**config.mk**
```make
export PLATFORM = sky130hd
export DESIGN_NAME = fp_norm_pipe
export DESIGN_NICKNAME = d
export VERILOG_FILES = /design/src/rtl/fp_norm_pipe.sv
export SDC_FILE = /design/constraint.sdc
export NUM_CORES = 1
export LEC_CHECK = 0
export ABC_AREA = 1
export CAP_MARGIN = 40
export CORE_MARGIN = 10
export CORE_UTILIZATION = 40
export DETAILED_ROUTE_END_ITERATION = 8
export GPL_TIMING_DRIVEN = 0
export PLACE_DENSITY = 0.67
export SYNTH_ARGS = -nofsm -noshare
export SYNTH_HDL_FRONTEND = slang
export SYNTH_SLANG_ARGS = --single-unit
```
**constraint.sdc**
```tcl
create_clock -name clk -period 4.1 [get_ports clk]
set_input_delay 0.82 -clock clk [delete_from_list [all_inputs] [get_ports clk]]
set_output_delay 0.82 -clock clk [all_outputs]
set_load 0.03 [all_outputs]
```
**src/rtl/fp_norm_pipe.sv**
```systemverilog
// rtl/fp_norm_pipe.sv - three-stage post-add/sub mantissa normaliser with valid/ready and tag sideband
module fp_norm_pipe #(
  parameter int EXP_WIDTH  = 11,
  parameter int MANT_WIDTH = 52,
  parameter int TAG_WIDTH  = 4
) (
  input  logic                  clk,
  input  logic                  rst_n,
  input  logic                  in_Valid,
  output logic                  in_Ready,
  input  logic [EXP_WIDTH:0]    in_Exp,
  input  logic [MANT_WIDTH+2:0] in_Mant,
  input  logic [TAG_WIDTH-1:0]  in_Tag,
  output logic                  out_Valid,
  input  logic                  out_Ready,
  output logic [EXP_WIDTH:0]    out_Exp,
  output logic [MANT_WIDTH+2:0] out_Mant,
  output logic [TAG_WIDTH-1:0]  out_Tag,
  output logic                  out_Zero,
  output logic                  out_Denorm,
  output logic                  out_Ovf
);

  localparam int EW = EXP_WIDTH + 1;
  localparam int MW = MANT_WIDTH + 3;
  localparam int LZ_IN = MANT_WIDTH + 2;
  localparam int PW = 1 << $clog2(LZ_IN);
  localparam int CW = $clog2(PW) + 1;
  localparam int XW = (EW > CW) ? EW : CW;
  localparam logic [EW-1:0] EXP_MAX = EW'((1 << EXP_WIDTH) - 1);

  typedef enum logic [1:0] {ACT_NONE, ACT_RIGHT, ACT_LEFT, ACT_ZERO} act_e;

  logic en;
  logic out_valid_q;
  assign en       = !out_valid_q || out_Ready;
  assign in_Ready = en;

  // Stage 1: leading-zero count below the carry, padded with ones so the tree never over-counts
  logic [PW-1:0] lz_vec;
  logic [CW-1:0] lz_cnt, lz_d;
  always_comb begin
    lz_vec = (PW'(in_Mant[MANT_WIDTH+1:0]) << (PW - LZ_IN)) | ((PW'(1) << (PW - LZ_IN)) - PW'(1));
    lz_cnt = '0;
    for (int k = CW - 2; k >= 0; k--) begin
      if ((lz_vec >> (PW - (1 << k))) == '0) begin
        lz_cnt[k] = 1'b1;
        lz_vec    = lz_vec << (1 << k);
      end
    end
    lz_d = (in_Mant[MANT_WIDTH+1:0] == '0) ? CW'(LZ_IN) : lz_cnt;
  end

  logic                 s1_valid_q, s1_zero_q;
  logic [EW-1:0]        s1_exp_q;
  logic [MW-1:0]        s1_mant_q;
  logic [TAG_WIDTH-1:0] s1_tag_q;
  logic [CW-1:0]        s1_lz_q;

  always_ff @(posedge clk or negedge rst_n) begin
    if (!rst_n) begin
      s1_valid_q <= 1'b0;
      s1_zero_q  <= 1'b0;
      s1_exp_q   <= '0;
      s1_mant_q  <= '0;
      s1_tag_q   <= '0;
      s1_lz_q    <= '0;
    end else if (en) begin
      s1_valid_q <= in_Valid;
      s1_zero_q  <= (in_Mant == '0);
      s1_exp_q   <= in_Exp;
      s1_mant_q  <= in_Mant;
      s1_tag_q   <= in_Tag;
      s1_lz_q    <= lz_d;
    end
  end

  // Stage 2: action select; left shifts are clamped so the exponent bottoms out at zero
  act_e          s2_act_d, s2_act_q;
  logic [EW-1:0] s2_exp_d, s2_exp_q;
  logic [CW-1:0] s2_sh_d, s2_sh_q;
  logic          s2_den_d, s2_den_q, s2_ovf_d, s2_ovf_q;
  logic [XW-1:0] exp_x, lz_x;

  always_comb begin
    s2_act_d = ACT_LEFT;
    s2_exp_d = s1_exp_q;
    s2_sh_d  = '0;
    s2_den_d = 1'b0;
    s2_ovf_d = 1'b0;
    exp_x    = XW'(s1_exp_q);
    lz_x     = XW'(s1_lz_q);
    if (s1_zero_q) begin
      s2_act_d = ACT_ZERO;
      s2_exp_d = '0;
    end else if (s1_mant_q[MW-1]) begin
      s2_act_d = ACT_RIGHT;
      if (({1'b0, s1_exp_q} + 1'b1) >= {1'b0, EXP_MAX}) begin
        s2_ovf_d = 1'b1;
        s2_exp_d = EXP_MAX;
      end else begin
        s2_exp_d = s1_exp_q + 1'b1;
      end
    end else if (s1_mant_q[MW-2]) begin
      s2_act_d = ACT_NONE;
    end else if (exp_x > lz_x) begin
      s2_sh_d  = s1_lz_q;
      s2_exp_d = EW'(exp_x - lz_x);
    end else begin
      s2_sh_d  = (s1_exp_q == '0) ? '0 : CW'(exp_x - XW'(1));
      s2_exp_d = '0;
      s2_den_d = 1'b1;
    end
  end

  logic                 s2_valid_q;
  logic [MW-1:0]        s2_mant_q;
  logic [TAG_WIDTH-1:0] s2_tag_q;

  always_ff @(posedge clk or negedge rst_n) begin
    if (!rst_n) begin
      s2_valid_q <= 1'b0;
      s2_act_q   <= ACT_NONE;
      s2_exp_q   <= '0;
      s2_sh_q    <= '0;
      s2_den_q   <= 1'b0;
      s2_ovf_q   <= 1'b0;
      s2_mant_q  <= '0;
      s2_tag_q   <= '0;
    end else if (en) begin
      s2_valid_q <= s1_valid_q;
      s2_act_q   <= s2_act_d;
      s2_exp_q   <= s2_exp_d;
      s2_sh_q    <= s2_sh_d;
      s2_den_q   <= s2_den_d;
      s2_ovf_q   <= s2_ovf_d;
      s2_mant_q  <= s1_mant_q;
      s2_tag_q   <= s1_tag_q;
    end
  end

  // Stage 3: log2 barrel shift and final result muxing
  logic [MW-1:0] sh_mant, out_mant_d, out_mant_q;
  logic [EW-1:0] out_exp_d, out_exp_q;
  logic          out_zero_d, out_zero_q, out_den_d, out_den_q, out_ovf_d, out_ovf_q;
  logic [TAG_WIDTH-1:0] out_tag_q;

  always_comb begin
    sh_mant = s2_mant_q;
    for (int k = 0; k < CW; k++) begin
      if (s2_sh_q[k]) sh_mant = sh_mant << (1 << k);
    end
    out_mant_d = s2_mant_q;
    out_exp_d  = s2_exp_q;
    out_zero_d = 1'b0;
    out_den_d  = 1'b0;
    out_ovf_d  = 1'b0;
    case (s2_act_q)
      ACT_ZERO: begin
        out_mant_d = '0;
        out_exp_d  = '0;
        out_zero_d = 1'b1;
      end
      ACT_RIGHT: begin
        if (s2_ovf_q) begin
          out_mant_d = '0;
          out_ovf_d  = 1'b1;
        end else begin
          out_mant_d = (s2_mant_q >> 1) | MW'(s2_mant_q[0]);
        end
      end
      ACT_LEFT: begin
        out_mant_d = sh_mant;
        out_den_d  = s2_den_q;
      end
      default: ;
    endcase
  end

  always_ff @(posedge clk or negedge rst_n) begin
    if (!rst_n) begin
      out_valid_q <= 1'b0;
      out_mant_q  <= '0;
      out_exp_q   <= '0;
      out_tag_q   <= '0;
      out_zero_q  <= 1'b0;
      out_den_q   <= 1'b0;
      out_ovf_q   <= 1'b0;
    end else if (en) begin
      out_valid_q <= s2_valid_q;
      out_mant_q  <= out_mant_d;
      out_exp_q   <= out_exp_d;
      out_tag_q   <= s2_tag_q;
      out_zero_q  <= out_zero_d;
      out_den_q   <= out_den_d;
      out_ovf_q   <= out_ovf_d;
    end
  end

  assign out_Valid  = out_valid_q;
  assign out_Exp    = out_exp_q;
  assign out_Mant   = out_mant_q;
  assign out_Tag    = out_tag_q;
  assign out_Zero   = out_zero_q;
  assign out_Denorm = out_den_q;
  assign out_Ovf    = out_ovf_q;

endmodule

```
======== Word-level counts from Yosys, hierarchy flattened ========
Index checks and enable logic that the tools add are counted.
storage, ports and cells
  register bits after elaboration ......... 238
  word-level logic and storage cells ...... 88
cells by class
  add/sub/neg operators ................... 4
  order comparisons ....................... 2
  eq/ne operators ......................... 3
  muxes and demuxes ....................... 46
  bitwise operators ....................... 1
  reductions and logical operators ........ 11
operator list
  operator                                                                 number
  55-bit 2-to-1 mux                                                        7
  64-bit zero test                                                         6
  64-bit 2-to-1 mux                                                        5
  55-bit one-hot mux with 3 select lines                                   1
  12-bit 2-to-1 mux                                                        6
  55-bit zero test                                                         1
  54-bit zero test                                                         1
  54-bit 2-to-1 mux                                                        1
  54-bit by 1-bit OR with 54-bit output                                    1
  7-bit 2-to-1 mux                                                         5
  1-bit 2-to-1 mux                                                         17
  12-bit by 1-bit adder with 13-bit output, second input constant          1
  13-bit by 11-bit >= comparator with 1-bit output, second input constant  1
  12-bit by 1-bit adder with 12-bit output, second input constant          1
  12-bit by 7-bit greater-than comparator with 1-bit output                1
  12-bit zero test                                                         1
  12-bit by 7-bit subtractor with 12-bit output                            1
  7-bit by 1-bit subtractor with 7-bit output, second input constant       1
  2-bit 2-to-1 mux                                                         3
  6-bit 2-to-1 mux                                                         1
  2-bit equality test, second input constant                               2
  2-bit by 1-bit equality test with 1-bit output, second input constant    1
  1-bit zero test                                                          1
  1-bit logical OR                                                         1

======== Logic depth before layout (Yosys ltp) ========
Gate-level depths: netlist of the first run.
  depth in word-level cells ............... 13
  gate-level depth with buffers ........... 26
  mapped depth without buffers ............ 23

======== Least setup slack after synthesis of the first run ========
Ideal clock, no wire load.
  kind .................................... input port to flip-flop
  start ................................... input in_Mant[45]
  end ..................................... register s1_lz_q[0]
  library setup time ...................... 0.116 ns
  data arrival time ....................... 2.734 ns
  required time ........................... 3.984 ns
  path slack .............................. 1.250 ns
  cell stages on the path ................. 25
  cells stage by stage .................... nor2_1 -> nand2_1 -> nor2_2 -> nand2_1 -> nor2_4 -> buf_8 -> nand2_1 -> nand2_1 -> nor2_1 -> nand2_1 -> nor2_1 -> nand2_2 -> buf_6 -> nand2_2 -> nand2_2 -> nand2_2 -> nor2_2 -> buf_6 -> nand3_1 -> nand2_1 -> nor2_2 -> nand2_1 -> nand3_1 -> nand2_1 -> nand2_1
on the way
  cells in the longest elaborated chain, start to end .. 13
RTL lines
  item                    RTL line  source
  start: declaration      12        input logic [MANT_WIDTH+2:0] in_Mant,
  64-bit zero test        46        if ((lz_vec >> (PW - (1 << k))) == '0) begin
  64-bit 2-to-1 mux       46
  64-bit zero test        46
  64-bit 2-to-1 mux       46
  64-bit zero test        46
  64-bit 2-to-1 mux       46
  64-bit zero test        46
  64-bit 2-to-1 mux       46
  64-bit zero test        46
  64-bit 2-to-1 mux       46
  64-bit zero test        46
  1-bit 2-to-1 mux        46
  6-bit 2-to-1 mux (*)    51        lz_d = (in_Mant[MANT_WIDTH+1:0] == '0) ? CW'(LZ_IN) : lz_cnt;
  end signal: assignment  74        s1_lz_q <= lz_d;
  end: declaration        58        logic [CW-1:0] s1_lz_q;
Mark *: on every way between the ends. The rest lies on a longest branch, timed or not.
A chain may end at the register's enable or synchronous reset.

======== Worst setup path in the final report of the first run ========
  start ................................... register s2_sh_q[0]
  end ..................................... register out_mant_q[48] (netlist: out_Mant[48])
on the way
  cells in the longest elaborated chain, start to end .. 8
RTL lines
  item                                    RTL line  source
  start: declaration                      81        logic [CW-1:0] s2_sh_d, s2_sh_q;
  start signal: assignment                134       s2_sh_q <= s2_sh_d;
  55-bit 2-to-1 mux (7 in series)         151       if (s2_sh_q[k]) sh_mant = sh_mant << (1 << k);
  55-bit one-hot mux with 3 select lines  158       case (s2_act_q)
  end signal: assignment                  191       out_mant_q <= out_mant_d;
  end: declaration                        143       logic [MW-1:0] sh_mant, out_mant_d, out_mant_q;
No other way between the ends.

==> flow_metrics.env, run 1 <==
export IMPL_outcome="finished, final reports clean"
export IMPL_final_core_util=0.5006
export IMPL_floorplan_die_area_sq_mm=0.04332
export IMPL_final_period_minus_worst_setup_slack_ns=3.914
export IMPL_avgRoutedWirePerCell_um=25.16
export IMPL_vdd_ir_drop_max_mv=0.4767
export IMPL_hold_path_class="in2async"
export IMPL_core_area_sq_mm=0.03471
export IMPL_relSlewSlack=0.3252
export IMPL_die_height_um=208.1
export IMPL_detailedRoute_firstIterationViolations=1650
export IMPL_postLayoutSetupSlackWorst_ns=0.1859
export IMPL_wire_length_of_the_first_global_routing_pass_um=98610
export IMPL_global_route_usage_total=0.2988
export IMPL_crit_slowest_cell="sky130_fd_sc_hd__o21ai_0"
export IMPL_die_outline_width_um=208.1
export IMPL_worst_ep_required_time_ns=4.54
export IMPL_maximum_number_of_pins_on_one_net_before_global_route_repair=102
export IMPL_r2r_worst_path_cells=11
export IMPL_use_met3=0.07803
export IMPL_layoutNonFillerInstCount=2655
export IMPL_placement_setup_worst_slack_ns=-0.2768
export IMPL_fin_skew_ns=0.01010
export IMPL_fmax_mhz=255.5
export IMPL_worstPathArrival_ns=4.36
export IMPL_tightestPinTransition_ns=1.012
export IMPL_wl_um=66800
export IMPL_met1_usage=0.4059
export IMPL_rsz_0062_raised_after_global_routing="false"
export IMPL_crit_cells=11
export IMPL_power_per_cell_area_mw_per_mm2=737.9
export IMPL_path_common_cell="sky130_fd_sc_hd__o21ai_0"
export IMPL_count_of_state_elements_after_synthesis=237
export IMPL_timing_critical_path_max_delay_family="compound AO/OA/AOI/OAI gates"
export IMPL_timing_critical_path_fanout_max=10
export IMPL_clkLatencyLatePin_ns=0.57
export IMPL_net_count_synth=2075
export IMPL_critical_path_cell_by_cell="clkbuf_1, clkbuf_1, o21ai_0, o21ai_0, mux2i_1, mux2i_1, o21ai_0, o221ai_1, o21ai_0, o21ai_0, nand2_1"
export IMPL_cts_num_sinks=237
export IMPL_num_nets_final=2264
export IMPL_grt_use_met2=0.4513
export IMPL_detail_route_first_pass_iterations=7
export IMPL_worstSetupPathType="reg2reg"
export IMPL_max_cap_violations=0
export IMPL_vias_per_cell=5.670
export IMPL_clk_pin_slew_worst_paths_ns=0.06
export IMPL_syn_avg_cell_area_sq_um=7.115
export IMPL_clock_path_buffers=3
export IMPL_clock_tree_from_tritoncts="done"
export IMPL_cts_buffers=28
export IMPL_worst_path_largest_cell_delay_ns=0.76
export IMPL_start_util=0.4079
export IMPL_dpl_hpwl_um=54360
export IMPL_synth_sequential_area_ratio=0.4188
export IMPL_port_buffer_count=150
export IMPL_top_usage_layer="met2"
export IMPL_floorplan_rows=68
export IMPL_timing_critical_path_from_type="register"
export IMPL_drive_above_1_share=0.04227
export IMPL_global_route_overflow_total=0
export IMPL_antenna_cells_inserted=0
export IMPL_globalplace_congestion=1.018
export IMPL_ys_types=44
export IMPL_drc=0
export IMPL_detailed_place_area_sq_mm=0.01634
export IMPL_cts_htree_levels=1
export IMPL_leakage_nw=8.080
export IMPL_netlist_instances=1990
export IMPL_setup_tns_final_ns=0
export IMPL_nFillCells=3562
export IMPL_dp_cells=2601
export IMPL_area_growth_syn_to_layout_pct=22.73
export IMPL_timing_reg2reg_setup_slack_ns=0.19
export IMPL_critical_path_endpoint_type="register"
export IMPL_antenna_found_initial=3
export IMPL_worst_path_buffer_plus_inverter_count=2
export IMPL_finalSetupViolCount=0
export IMPL_detail_route_antenna_nets=0
export IMPL_first_global_vias=14780
export IMPL_slew_violations=0
export IMPL_final_hold_vios=0
export IMPL_timing_final_crit_share=0.9547
export IMPL_cts_root_buf="sky130_fd_sc_hd__clkbuf_16"
export IMPL_mappedNetlistArea_sq_mm=0.01416
export IMPL_pin_count=151
export IMPL_synthesis_yosys_warnings=0
export IMPL_routed_via_count=15050
export IMPL_post_route_cell_area_sq_mm=0.01738
per-layer routing:
layer  wire length [um]  vias up
li1                   -     6944
met5                 31        -
met4               2369        4
met2              28460      789
met1              29450     7192
met3               6494      124
final timing paths:
kind / start / end
min in group clk: s2_valid_q / out_Valid
worst max-delay path: s2_sh_q[0] / out_Mant[48]
max in group asynchronous: rst_n / out_Mant[40]
worst max register to register: s2_sh_q[0] / out_Mant[48]
worst min-delay path: rst_n / s1_tag_q[3]
worst min register to register: s2_valid_q / out_Valid
flip-flops by register name, indices dropped and copies added (netlist names), 2 cells and up:
signal     flops
s2_mant_q     55
out_Mant      55
out_Exp       12
s1_tag_q       4
s2_exp_q      12
s2_tag_q       4
s2_sh_q        7
s2_act_q       2
exp_x         12
s1_mant_q     55
s1_lz_q        6
out_Tag        4
Yosys cell counts:
cell                        instances  area [sq um]
sky130_fd_sc_hd__a211oi_1           1         7.510
sky130_fd_sc_hd__a21o_1             2         15.01
sky130_fd_sc_hd__a21oi_1           66         330.3
sky130_fd_sc_hd__a221o_1            1         10.01
sky130_fd_sc_hd__a221oi_1          37         324.1
sky130_fd_sc_hd__a22oi_1            5         37.54
sky130_fd_sc_hd__a31oi_1            6         37.54
sky130_fd_sc_hd__buf_1             17         63.81
sky130_fd_sc_hd__buf_2              2         10.01
sky130_fd_sc_hd__buf_4              2         15.01
sky130_fd_sc_hd__buf_6              3         33.78
sky130_fd_sc_hd__buf_8              1         15.01
sky130_fd_sc_hd__clkbuf_1          99         371.6
sky130_fd_sc_hd__clkbuf_2           1         5.000
sky130_fd_sc_hd__clkinv_1           5         18.77
sky130_fd_sc_hd__dfrtp_1          237          5931
sky130_fd_sc_hd__fa_1               1         20.02
sky130_fd_sc_hd__ha_1               9         112.6
sky130_fd_sc_hd__inv_1            198         743.2
sky130_fd_sc_hd__inv_2              2         7.510
sky130_fd_sc_hd__mux2i_1           49         490.5
sky130_fd_sc_hd__nand2_1          564          2117
sky130_fd_sc_hd__nand2_2           15         93.84
sky130_fd_sc_hd__nand3_1           73         365.4
sky130_fd_sc_hd__nand3b_1           1         7.510
sky130_fd_sc_hd__nand4_1            8         50.05
sky130_fd_sc_hd__nor2_1           153         574.3
sky130_fd_sc_hd__nor2_2             3         18.77
sky130_fd_sc_hd__nor2_4             2         22.52
sky130_fd_sc_hd__nor3_1            11         55.05
sky130_fd_sc_hd__nor4_1             6         37.54
sky130_fd_sc_hd__o2111ai_1          1         8.760
sky130_fd_sc_hd__o211ai_1          14         105.1
sky130_fd_sc_hd__o21a_1             3         22.52
sky130_fd_sc_hd__o21ai_0          349          1747
sky130_fd_sc_hd__o21bai_1           1         7.510
sky130_fd_sc_hd__o221ai_1           5         43.79
sky130_fd_sc_hd__o22ai_1           12         75.07
sky130_fd_sc_hd__o31ai_1            4         30.03
sky130_fd_sc_hd__o32ai_1            3         26.28
sky130_fd_sc_hd__o41ai_1            2         17.52
sky130_fd_sc_hd__or2_2              2         12.51
sky130_fd_sc_hd__xnor2_1            2         17.52
sky130_fd_sc_hd__xor2_1            12         105.1
metrics by stage:
step	hold slack (ns)	power, mW
floorplan	0.4198	7.029
global placement	0.4254	9.941
detailed placement	0.4398	9.979
CTS	0.2048	12.70
global route	0.2136	13.46
finish	0.1887	12.82
power by group:
group | total, mW | switching [mW] | internal, mW
registers | 3.80 | 0.664 | 3.14
logic | 6.34 | 4.47 | 1.87
clock network | 2.68 | 1.08 | 1.60
total | 12.8 | 6.21 | 6.61
cells by family after synthesis:
kind of cell	count (synthesis)	synth area share
AND/OR/NAND/NOR	838	0.2369
AO/OA/AOI/OAI	512	0.2009
buffers and inverters	330	0.09066
flip-flops	237	0.4188
multiplexers	49	0.03464
XOR/XNOR	14	0.008660
adder cells (fa/ha/maj)	10	0.009367
placed cells by master (no fill, tap or decap), types with 5 or more instances in the layout:
| master | count |
|---|---|
| sky130_fd_sc_hd__o211ai_1 | 14 |
| sky130_fd_sc_hd__inv_1 | 197 |
| sky130_fd_sc_hd__nor2_1 | 153 |
| sky130_fd_sc_hd__buf_4 | 5 |
| sky130_fd_sc_hd__buf_6 | 5 |
| sky130_fd_sc_hd__a21oi_1 | 66 |
| sky130_fd_sc_hd__mux2i_1 | 49 |
| sky130_fd_sc_hd__nand2_1 | 564 |
| sky130_fd_sc_hd__clkdlybuf4s50_1 | 149 |
| sky130_fd_sc_hd__nor3_1 | 11 |
| sky130_fd_sc_hd__xor2_1 | 12 |
| sky130_fd_sc_hd__nand3_1 | 73 |
| sky130_fd_sc_hd__o22ai_1 | 12 |
| sky130_fd_sc_hd__dfrtp_1 | 237 |
| sky130_fd_sc_hd__o21ai_0 | 349 |
| sky130_fd_sc_hd__o221ai_1 | 5 |
| sky130_fd_sc_hd__nor4_1 | 6 |
| sky130_fd_sc_hd__nand2_2 | 15 |
| sky130_fd_sc_hd__buf_1 | 17 |
| sky130_fd_sc_hd__clkbuf_1 | 101 |
| sky130_fd_sc_hd__clkinvlp_4 | 5 |
| sky130_fd_sc_hd__a22oi_1 | 5 |
| sky130_fd_sc_hd__ha_1 | 9 |
| sky130_fd_sc_hd__a221oi_1 | 37 |
| sky130_fd_sc_hd__nand4_1 | 8 |
| sky130_fd_sc_hd__clkbuf_16 | 28 |
| sky130_fd_sc_hd__clkinv_1 | 5 |
| sky130_fd_sc_hd__a31oi_1 | 6 |
repair_timing:
action	in CTS	in global routing
buffers inserted	0	3
endpoints found under the setup margin	1	1
endpoints found under the hold margin	0	0
hold buffers	0	0
gates resized for setup	1	0
final cells by class:
cell class / count / area (sq um) / share of cell area
plain buffers: 124 / 510.5 / 0.02938
flip-flops and latches: 237 / 5931 / 0.3413
inverters: 205 / 773.2 / 0.04450
clock buffers: 35 / 767.0 / 0.04414
clock inverters: 16 / 234.0 / 0.01346
multi-input cells: 1423 / 6945 / 0.3997
repair buffers: 160 / 1648 / 0.09482
well taps: 455 / 569.3 / 0.03276
No activity file was read; power rests on OpenSTA's default activity.
==> inputs of run 2 (changes only) <==
--- a/config.mk
+++ b/config.mk
@@ -8,10 +8,11 @@
 export ABC_AREA = 1
 export CAP_MARGIN = 40
 export CORE_MARGIN = 10
-export CORE_UTILIZATION = 40
+export CORE_UTILIZATION = 55
+export CTS_BUF_LIST = sky130_fd_sc_hd__clkbuf_2
 export DETAILED_ROUTE_END_ITERATION = 8
 export GPL_TIMING_DRIVEN = 0
-export PLACE_DENSITY = 0.67
+export PLACE_DENSITY = 0.85
 export SYNTH_ARGS = -nofsm -noshare
 export SYNTH_HDL_FRONTEND = slang
 export SYNTH_SLANG_ARGS = --single-unit
==> run 2 against run 1 <==
Against the previous run:
- the run now ends with negative hold slack left
- critical path depth is 6 lower
- clock skew grew 0.026 ns
- sequential share of layout area rose by 1.4 points
- combinational power is 0.9% lower
==> flow_metrics.env, run 2 (same netlist as run 1, synthesis figures left out) <==
export IMPL_routed_via_count=16090
export IMPL_critical_path_cell_by_cell="inv_1, nor2_1, clkinvlp_4, clkbuf_1, clkdlybuf4s50_1"
export IMPL_fin_skew_ns=0.03656
export IMPL_detail_route_first_pass_iterations=6
export IMPL_finalHoldWorstSlack_ns=-0.04994
export IMPL_power_per_cell_area_mw_per_mm2=708.9
export IMPL_hold_path_class="in2async"
export IMPL_drive_above_1_share=0.05995
export IMPL_tightestPinTransition_ns=1.049
export IMPL_rsz_0062_raised_after_global_routing="false"
export IMPL_clock_tree_from_tritoncts="done"
export IMPL_layout_cells_most_common_list="sky130_fd_sc_hd__nand2_1 (564), sky130_fd_sc_hd__o21ai_0 (349), sky130_fd_sc_hd__dfrtp_1 (237)"
export IMPL_leakage_nw=7.988
export IMPL_area_growth_syn_to_layout_pct=17.96
export IMPL_drc=0
export IMPL_timing_critical_path_fanout_max=10
export IMPL_first_global_vias=15560
export IMPL_avgRoutedWirePerCell_um=24.55
export IMPL_timing_final_crit_share=0.9758
export IMPL_die_height_um=180.5
export IMPL_power_total_mw=11.84
export IMPL_final_hold_vios=34
export IMPL_finalSetupViolCount=0
export IMPL_cts_htree_levels=2
export IMPL_setup_tns_final_ns=0
export IMPL_worst_ep_required_time_ns=3.28
export IMPL_clock_path_buffers=3
export IMPL_die_outline_width_um=180.5
export IMPL_floorplan_rows=58
export IMPL_layout_commonest_cell="sky130_fd_sc_hd__nand2_1"
export IMPL_global_route_overflow_total=0
export IMPL_postCtsHoldBufs=0
export IMPL_floorplan_die_area_sq_mm=0.03256
export IMPL_wire_length_of_the_first_global_routing_pass_um=95480
export IMPL_worstPathArrival_ns=3.18
export IMPL_dpl_hpwl_um=49770
export IMPL_worst_path_buffer_plus_inverter_count=4
export IMPL_core_area_sq_mm=0.02525
export IMPL_slew_violations=0
export IMPL_clk_pin_slew_worst_paths_ns=0.12
export IMPL_timing_critical_path_from_type="register"
export IMPL_pin_count=151
export IMPL_antenna_found_initial=4
export IMPL_start_util=0.5607
export IMPL_cts_num_sinks=237
export IMPL_final_core_util=0.6614
export IMPL_relSlewSlack=0.3005
export IMPL_clkLatencyLatePin_ns=0.93
export IMPL_fmax_mhz=249.9
export IMPL_port_buffer_count=150
export IMPL_vdd_ir_drop_max_mv=0.4947
export IMPL_worstSetupPathType="reg2out"
export IMPL_vias_per_cell=6.224
export IMPL_crit_slowest_cell="sky130_fd_sc_hd__clkdlybuf4s50_1"
export IMPL_critical_path_endpoint_type="output port"
export IMPL_wl_um=63470
export IMPL_detailedRoute_firstIterationViolations=2167
export IMPL_global_route_usage_total=0.3770
export IMPL_timing_critical_path_max_delay_family="buffers and inverters"
export IMPL_detail_route_antenna_nets=0
export IMPL_max_cap_violations=0
export IMPL_final_period_minus_worst_setup_slack_ns=4.001
export IMPL_maximum_number_of_pins_on_one_net_before_global_route_repair=123
export IMPL_cts_root_buf="sky130_fd_sc_hd__clkbuf_2"
export IMPL_failed_checks="negative hold slack"
export IMPL_cts_buffers=59
export IMPL_num_nets_final=2288
export IMPL_worst_path_largest_cell_delay_ns=0.71
export IMPL_outcome="complete, but fails checks"
export IMPL_globalplace_congestion=1.082
==> run 2: timing repair <==
item / 4_1_cts / 5_1_grt
buffers inserted: 1 / 0
setup endpoints to repair: 1 / 0
resized for setup: 1 / 0
==> run 2: stage by stage <==
stage / std cells / worst slack, ns / area [sq um]
2_1_floorplan: 1990 / 1.250 / 14160
3_3_place_gp: 2470 / -7.245 / 16070
3_5_place_dp: 2472 / -0.3135 / 16120
4_1_cts: 2582 / 0.2214 / 16700
5_1_grt: 2583 / 0.09101 / 16700
6_report: 2585 / 0.09914 / 16700
==> run 2: worst register-to-register path, stage by stage (launching register included) <==
cell,delay (ns)
sky130_fd_sc_hd__dfrtp_1,0.35
sky130_fd_sc_hd__clkbuf_1,0.33
sky130_fd_sc_hd__clkbuf_1,0.53
sky130_fd_sc_hd__o21ai_0,0.32
sky130_fd_sc_hd__o21ai_0,0.38
sky130_fd_sc_hd__nand2_1,0.09
sky130_fd_sc_hd__o21ai_0,0.14
sky130_fd_sc_hd__nand2_1,0.08
sky130_fd_sc_hd__o21ai_0,0.17
sky130_fd_sc_hd__nor2_1,0.22
sky130_fd_sc_hd__a221oi_1,0.81
sky130_fd_sc_hd__a21oi_1,0.15
==> run 2: layer usage <==
metal  GRT usage  wire, um
met5           0        13
met4      0.2096      3910
met3      0.1281      8976
met2      0.5496     26570
met1      0.4812     24000
==> run 2: final timing paths <==
kind	slack, ns	from	cells past startpoint	endpoint
min in group clk	0.45	in_Exp[7]	3	exp_x[7]
min reg2reg	0.46	s2_valid_q	2	out_Valid
max reg2reg	0.34	s2_sh_q[0]	11	out_Mant[45]
max	0.1	out_Valid	5	in_Ready
min	-0.05	rst_n	1	s2_tag_q[3]
max in group asynchronous	3.04	rst_n	2	out_Mant[34]
==> run 2: layout make-up <==
class	instances	area [sq um]
multi-input cells	1423	6945
repair buffers	153	1556
flip-flops and latches	237	5931
clock inverters	24	136.4
plain buffers	124	510.5
clock buffers	86	430.4
diodes	3	7.507
well taps	330	412.9
fillers	2188	8551
inverters	205	773.2
==> run 2: where the power goes <==
part | switching [mW] | internal, mW
Combinational | 4.44 | 1.85
Sequential | 0.715 | 3.13
Clock | 1.07 | 0.645
Total | 6.22 | 5.62
